`config.mk`:
```
export PLATFORM = sky130hd
export DESIGN_NAME = lfsr_prng_flat
export DESIGN_NICKNAME = d
export VERILOG_FILES = /design/src/rtl/lfsr_pkg.sv /design/src/rtl/lfsr_prng_if.sv /design/src/rtl/lfsr_step.sv /design/src/rtl/lfsr_prng.sv /design/src/flat_wrapper.sv
export SDC_FILE = /design/constraint.sdc
export NUM_CORES = 1
export LEC_CHECK = 0
export ABC_CLOCK_PERIOD_IN_PS = 2300
export CORE_UTILIZATION = 35
export DETAILED_ROUTE_END_ITERATION = 7
export GPL_ROUTABILITY_DRIVEN = 0
export PLACE_DENSITY = 0.6
export SLEW_MARGIN = 30
export SYNTH_ARGS = -nofsm -noshare
export SYNTH_HDL_FRONTEND = slang
export SYNTH_SLANG_ARGS = --single-unit
```
`constraint.sdc`:
```
create_clock -name clk -period 2.3 [get_ports clk]
set_input_delay 0.575 -clock clk [delete_from_list [all_inputs] [get_ports clk]]
set_output_delay 0.575 -clock clk [all_outputs]
set_load 0.005 [all_outputs]
```
`src/rtl/lfsr_pkg.sv`:
```
// Shared types and default constants for the LFSR pseudo-random generator.
// The defaults describe a maximal-length 16-bit generator.
package lfsr_pkg;

    typedef enum logic [0:0] {
        LFSR_GALOIS    = 1'b0,
        LFSR_FIBONACCI = 1'b1
    } lfsr_mode_e;

    localparam int          LFSR_WIDTH_MIN     = 8;
    localparam int          LFSR_WIDTH_MAX     = 32;
    localparam int          LFSR_DEFAULT_WIDTH = 16;
    localparam logic [15:0] LFSR_DEFAULT_TAPS  = 16'hB400;
    localparam logic [15:0] LFSR_DEFAULT_SEED  = 16'hACE1;

    function automatic logic lfsr_width_ok(input int width);
        return (width >= LFSR_WIDTH_MIN) && (width <= LFSR_WIDTH_MAX);
    endfunction

endpackage

```
`src/rtl/lfsr_prng_if.sv`:
```
// Control and ready/valid output bundle between the PRNG (master) and its consumer (slave).
interface lfsr_prng_if
    import lfsr_pkg::*;
#(
    parameter int WIDTH = LFSR_DEFAULT_WIDTH
);

    logic             en;
    logic             seed_load;
    logic [WIDTH-1:0] seed_in;
    logic [WIDTH-1:0] rand_num;
    logic             rand_valid;
    logic             rand_ready;
    logic             wrap;
    logic             zero_fix;

    modport master (
        input  en, seed_load, seed_in, rand_ready,
        output rand_num, rand_valid, wrap, zero_fix
    );

    modport slave (
        output en, seed_load, seed_in, rand_ready,
        input  rand_num, rand_valid, wrap, zero_fix
    );

endinterface

```
`src/rtl/lfsr_step.sv`:
```
// Combinational LFSR next-state function, Galois (right shift, conditional tap XOR)
// or Fibonacci (left shift, parity of tapped bits into bit 0).
module lfsr_step
    import lfsr_pkg::*;
#(
    parameter int               WIDTH = LFSR_DEFAULT_WIDTH,
    parameter logic [WIDTH-1:0] TAPS  = WIDTH'(LFSR_DEFAULT_TAPS),
    parameter lfsr_mode_e       MODE  = LFSR_GALOIS
) (
    input  logic [WIDTH-1:0] state,
    output logic [WIDTH-1:0] next_state
);

    genvar gi;

    generate
        if (MODE == LFSR_GALOIS) begin : g_galois
            // The bit shifted out of stage 0 is XORed into every tapped stage.
            for (gi = 0; gi < WIDTH; gi++) begin : g_bit
                if (gi == WIDTH - 1) begin : g_top
                    assign next_state[gi] = TAPS[gi] & state[0];
                end else begin : g_mid
                    assign next_state[gi] = state[gi+1] ^ (TAPS[gi] & state[0]);
                end
            end
        end else begin : g_fibonacci
            assign next_state = {state[WIDTH-2:0], ^(state & TAPS)};
        end
    endgenerate

endmodule

```
`src/rtl/lfsr_prng.sv`:
```
// LFSR pseudo-random number source with a ready/valid output, runtime reseeding,
// a zero-seed substitution pulse and a wrap pulse when the sequence returns to its seed.
module lfsr_prng
    import lfsr_pkg::*;
#(
    parameter int               WIDTH = LFSR_DEFAULT_WIDTH,
    parameter logic [WIDTH-1:0] TAPS  = WIDTH'(LFSR_DEFAULT_TAPS),
    parameter logic [WIDTH-1:0] SEED  = WIDTH'(LFSR_DEFAULT_SEED),
    parameter lfsr_mode_e       MODE  = LFSR_GALOIS
) (
    input  logic        clk,
    input  logic        rst,
    lfsr_prng_if.master bus
);

    generate
        if (!lfsr_width_ok(WIDTH)) begin : g_bad_width
            $error("lfsr_prng: WIDTH must lie in 8..32");
        end
        if (SEED == '0) begin : g_bad_seed
            $error("lfsr_prng: SEED must be non-zero");
        end
        if (TAPS == '0) begin : g_bad_taps
            $error("lfsr_prng: TAPS must be non-zero");
        end
    endgenerate

    logic [WIDTH-1:0] state_reg;
    logic [WIDTH-1:0] seed_reg;
    logic [WIDTH-1:0] rand_num_reg;
    logic             rand_valid_reg;
    logic             wrap_reg;
    logic             zero_fix_reg;
    logic [WIDTH-1:0] count_reg;

    logic [WIDTH-1:0] next_state;
    logic [WIDTH-1:0] step_value;
    logic [WIDTH-1:0] load_value;
    logic             step_en;

    lfsr_step #(
        .WIDTH (WIDTH),
        .TAPS  (TAPS),
        .MODE  (MODE)
    ) u_step (
        .state      (state_reg),
        .next_state (next_state)
    );

    assign step_en    = bus.en & ~bus.seed_load & (~rand_valid_reg | bus.rand_ready);
    assign load_value = (bus.seed_in == '0) ? SEED : bus.seed_in;
    // Tap masks that are not primitive could map some state onto zero; fall back to
    // SEED so the register can never enter the all-zero lockup.
    assign step_value = (next_state == '0) ? SEED : next_state;

    always_ff @(posedge clk) begin
        if (rst) begin
            state_reg      <= SEED;
            seed_reg       <= SEED;
            rand_num_reg   <= '0;
            rand_valid_reg <= 1'b0;
            wrap_reg       <= 1'b0;
            zero_fix_reg   <= 1'b0;
            count_reg      <= '0;
        end else begin
            wrap_reg     <= 1'b0;
            zero_fix_reg <= 1'b0;
            if (bus.seed_load) begin
                // Any word on offer is dropped, even if the consumer accepts it now.
                state_reg      <= load_value;
                seed_reg       <= load_value;
                rand_valid_reg <= 1'b0;
                count_reg      <= '0;
                zero_fix_reg   <= (bus.seed_in == '0);
            end else if (step_en) begin
                state_reg      <= step_value;
                rand_num_reg   <= step_value;
                rand_valid_reg <= 1'b1;
                if (step_value == seed_reg) begin
                    wrap_reg  <= 1'b1;
                    count_reg <= '0;
                end else begin
                    count_reg <= count_reg + 1'b1;
                end
            end else if (bus.rand_ready) begin
                rand_valid_reg <= 1'b0;
            end
        end
    end

    assign bus.rand_num   = rand_num_reg;
    assign bus.rand_valid = rand_valid_reg;
    assign bus.wrap       = wrap_reg;
    assign bus.zero_fix   = zero_fix_reg;

endmodule

```
`src/flat_wrapper.sv`:
```
// flat-port wrapper written by rule: the top's interface ports become plain ports
module lfsr_prng_flat import lfsr_pkg::*;
#(
    parameter int               WIDTH = LFSR_DEFAULT_WIDTH,
    parameter logic [WIDTH-1:0] TAPS  = WIDTH'(LFSR_DEFAULT_TAPS),
    parameter logic [WIDTH-1:0] SEED  = WIDTH'(LFSR_DEFAULT_SEED),
    parameter lfsr_mode_e       MODE  = LFSR_GALOIS
)
  (clk, rst, bus_en, bus_seed_load, bus_seed_in, bus_rand_ready, bus_rand_num, bus_rand_valid, bus_wrap, bus_zero_fix);
  lfsr_prng_if #(.WIDTH(WIDTH)) bus_i ();
  input  logic clk;
  input  logic rst;
  input wire logic [$bits(bus_i.en)-1:0] bus_en;
  input wire logic [$bits(bus_i.seed_load)-1:0] bus_seed_load;
  input wire logic [$bits(bus_i.seed_in)-1:0] bus_seed_in;
  input wire logic [$bits(bus_i.rand_ready)-1:0] bus_rand_ready;
  output wire logic [$bits(bus_i.rand_num)-1:0] bus_rand_num;
  output wire logic [$bits(bus_i.rand_valid)-1:0] bus_rand_valid;
  output wire logic [$bits(bus_i.wrap)-1:0] bus_wrap;
  output wire logic [$bits(bus_i.zero_fix)-1:0] bus_zero_fix;
  assign bus_i.en = bus_en;
  assign bus_i.seed_load = bus_seed_load;
  assign bus_i.seed_in = bus_seed_in;
  assign bus_i.rand_ready = bus_rand_ready;
  assign bus_rand_num = bus_i.rand_num;
  assign bus_rand_valid = bus_i.rand_valid;
  assign bus_wrap = bus_i.wrap;
  assign bus_zero_fix = bus_i.zero_fix;
  lfsr_prng #(.WIDTH(WIDTH), .TAPS(TAPS), .SEED(SEED), .MODE(MODE)) u_core (.clk(clk), .rst(rst), .bus(bus_i));
endmodule
```
==> impl_metrics.yaml <==
detailed_routing:
  vias: 2076
  wire_per_inst_um: 15.1
  drtAntennaViolNets: 0
  drt_iter0_drc: 130
  via_per_inst: 5.26
  first_pass_iters: 4
  drc: 0
  drt_wl_total_um: 5970
setup_path:
  cp_cell_sequence: "or4_1, or4_4, nor2_4, buf_4, nor3_1, o311ai_0"
  reg2reg_setup_slack_ns: 0.17
  worstPathArrival_ns: 2.32
  worstPathRequired_ns: 2.49
  start_kind: "register"
  max_stage_delay_ns: 0.53
  rr_endpoint: "u_core.state_reg[15]"
  r2r-start: "u_core.state_reg[11]"
  worst-setup-path-type: "register to register"
  r2r_cells: 6
  cp-end-kind: "register"
  critPathMaxFanout: 7
  cp_slowest_cell: "or4_4"
timing:
  fin_ws_ns: 0.166
  setup_viol: 0
  fin_crit_sh_pct: 92.8
  drv_slew: 0
  rsz0062_at_grt: "false"
  skew_ns: 0.00602
  tightestPinTransition_ns: 0.581
  fin_crit_ns: 2.13
  whs_ns: 0.458
  finalHoldViolCount: 0
  max_freq_mhz: 469
  max-slew-margin-rel_pct: 60.3
clocking:
  tritoncts: "built"
  clk_latency_ns: 0.31
  path_clk_slew_ns: 0.09
  post_cts_resized: 0
  cts_setup_buffers: 0
  h-tree-depth: 2
  clkSinkCount: 51
  hold_buffers: 0
  clk_root_buffer_cell: "clkbuf_8"
  cts_buffers: 5
  clk_path_buf_depth: 2
cells_and_area:
  multi_input_area_sq_um: 1150
  area_growth_pct: 30.9
  fillers: 644
  regArea_sq_um: 1020
  diodes: 0
  nets: 338
  layout-drive-gt1-share_pct: 11.6
synthesis:
  syn_inst: 267
  syn_avg_cell_area_sq_um: 8.56
  syn_area_sq_um: 2280
  synth_cell_type_count: 41
  ys_ff_latch: 51
  syn_nets: 288
  ys_warn_count: 0
  yosysSeqAreaShare_pct: 44.7
grt:
  track_usage_pct: 19.5
  overflow: 0
  antenna_found_initial: 0
  grt_pass1_vias: 2012
  grt_pass1_wl_um: 9910
  grt_max_degree: 53
worst_hold_path:
  hold_path_class: "register to register"
  hold_path_depth: 2
  hold_path_end: "u_core.bus.rand_num[15]"
  hp-start: "u_core.bus.rand_num[15]"
floorplan:
  rows: 29
  start_util_pct: 36.2
  fp.dieArea_sq_um: 6860
  die_h_um: 82.8
  ios: 40
  core_sq_um: 6310
  fp.dieW_um: 82.8
power_and_ir_drop:
  power_density_nw_per_um2: 654
  p_total_uw: 1960
  total_leakage_power_uw: 0.00113
  vdd.ir_drop.worst_v: 0.000250
place:
  hpwl_um: 4490
  dp_slack_ns: -0.0563
  portBuffers: 39
run_status:
  status: "complete, no violations"
run:
  cap_violations: 0
[synthesized netlist by cell type, drive strengths merged]
master / instances / area (sq um)
nor3b: 1 / 7.51
or2: 1 / 6.26
a2111oi: 2 / 23.8
a211oi: 2 / 15.0
xnor2: 3 / 26.3
a211o: 1 / 8.76
dfxtp: 51 / 1020
o21a: 5 / 37.5
or4: 3 / 26.3
buf: 3 / 27.5
inv: 5 / 18.8
o21ai: 17 / 85.1
nor4: 7 / 43.8
nand2b: 17 / 106
o211ai: 3 / 22.5
and2: 3 / 18.8
clkbuf: 17 / 63.8
o2111ai: 1 / 8.76
nor3: 8 / 40.0
and3: 1 / 6.26
a311oi: 3 / 26.3
a41oi: 1 / 16.3
and4: 1 / 8.76
nor2: 18 / 75.1
or3: 2 / 12.5
nand2: 31 / 119
a221oi: 1 / 8.76
nand3: 6 / 30.0
o22ai: 1 / 6.26
xor2: 11 / 96.3
o311ai: 5 / 43.8
o221ai: 1 / 8.76
nand4: 3 / 18.8
a21oi: 24 / 120
mux2i: 8 / 80.1
[layer usage]
layer	vias to the layer above	track usage (%)	wire length (um)
met5	-	0	0
met4	0	8.62	163
met3	15	3.61	191
met2	41	31.9	2870
met1	978	25.0	2740
li1	1042	-	-
[cells by family after synthesis]
family | after synthesis | synth area share (%)
and+or+nand+nor | 102 | 22.7
AOI/OAI and AO/OA | 67 | 18.9
DFF | 51 | 44.7
buffers and inverters | 25 | 4.82
xor gates and xnor gates | 14 | 5.37
muxes | 8 | 3.51
[final cells by class]
type / count / area share (%)
tap: 77 / 3.22
clock buffer: 6 / 2.76
timing repair buffer: 63 / 19.5
sequential: 51 / 34.1
clock inverter: 2 / 1.17
multi-input combinational: 191 / 38.6
inverter: 5 / 0.628
[cells in the final DEF (no fill, tap or decap), types with 2 or more instances in the layout]
cell	synthesis	final
nor3_1	8	8
o311ai_0	2	2
o211ai_1	3	3
nand4_1	3	3
a211oi_1	2	2
o21a_1	5	5
nand2b_1	17	17
xor2_1	11	11
and2_1	3	3
o21ai_0	17	17
inv_1	5	5
a311oi_1	3	3
or3_1	2	2
nor2_1	17	17
buf_4	0	23
clkdlybuf4s50_1	0	39
mux2i_1	8	8
o311ai_1	3	3
a21oi_1	24	24
dfxtp_1	51	51
or4_1	2	2
nand2_1	30	30
nand3_1	6	6
xnor2_1	3	3
clkbuf_8	0	6
nor4_1	7	7
[per-stage QoR]
| step | setup TNS [ns] | utilization, % | area (sq um) | std cells |
|---|---|---|---|---|
| after floorplan | 0 | - | 2280 | 267 |
| after global placement | -0.0214 | 45.5 | 2870 | 387 |
| after detailed placement | -0.115 | 45.5 | 2870 | 387 |
| after CTS | 0 | 47.4 | 2990 | 395 |
| after global routing | 0 | 47.4 | 2990 | 395 |
| final | 0 | 47.4 | 2990 | 395 |
[report_power, final]
group	internal, uW	total, uW	switching (uW)
combinational	170	327	157
sequential	936	979	43.0
clock	352	651	298
total	1460	1960	498
[worst max-delay path by stage]
stage	start	endpoint	slack (ns)	cells past startpoint
after floorplan	u_core.state_reg[0]	u_core.bus.wrap	0.18	6
after global placement	bus_rand_ready	u_core.state_reg[2]	-0.01	7
after CTS	u_core.state_reg[11]	u_core.state_reg[15]	0.14	6
final	u_core.state_reg[11]	u_core.state_reg[15]	0.17	6
after global routing	u_core.state_reg[0]	u_core.bus.wrap	0.02	6
after detailed placement	bus_seed_in[14]	u_core.state_reg[15]	-0.06	6
[worst max-delay path, delay by kind of cell, from the launching register on]
family	cells	cell delay [ns]
compound gates	1	0.31
flops	1	0.34
simple gates	4	1.22
buf+inv	1	0.16
Power figures use the tool's default switching activity.
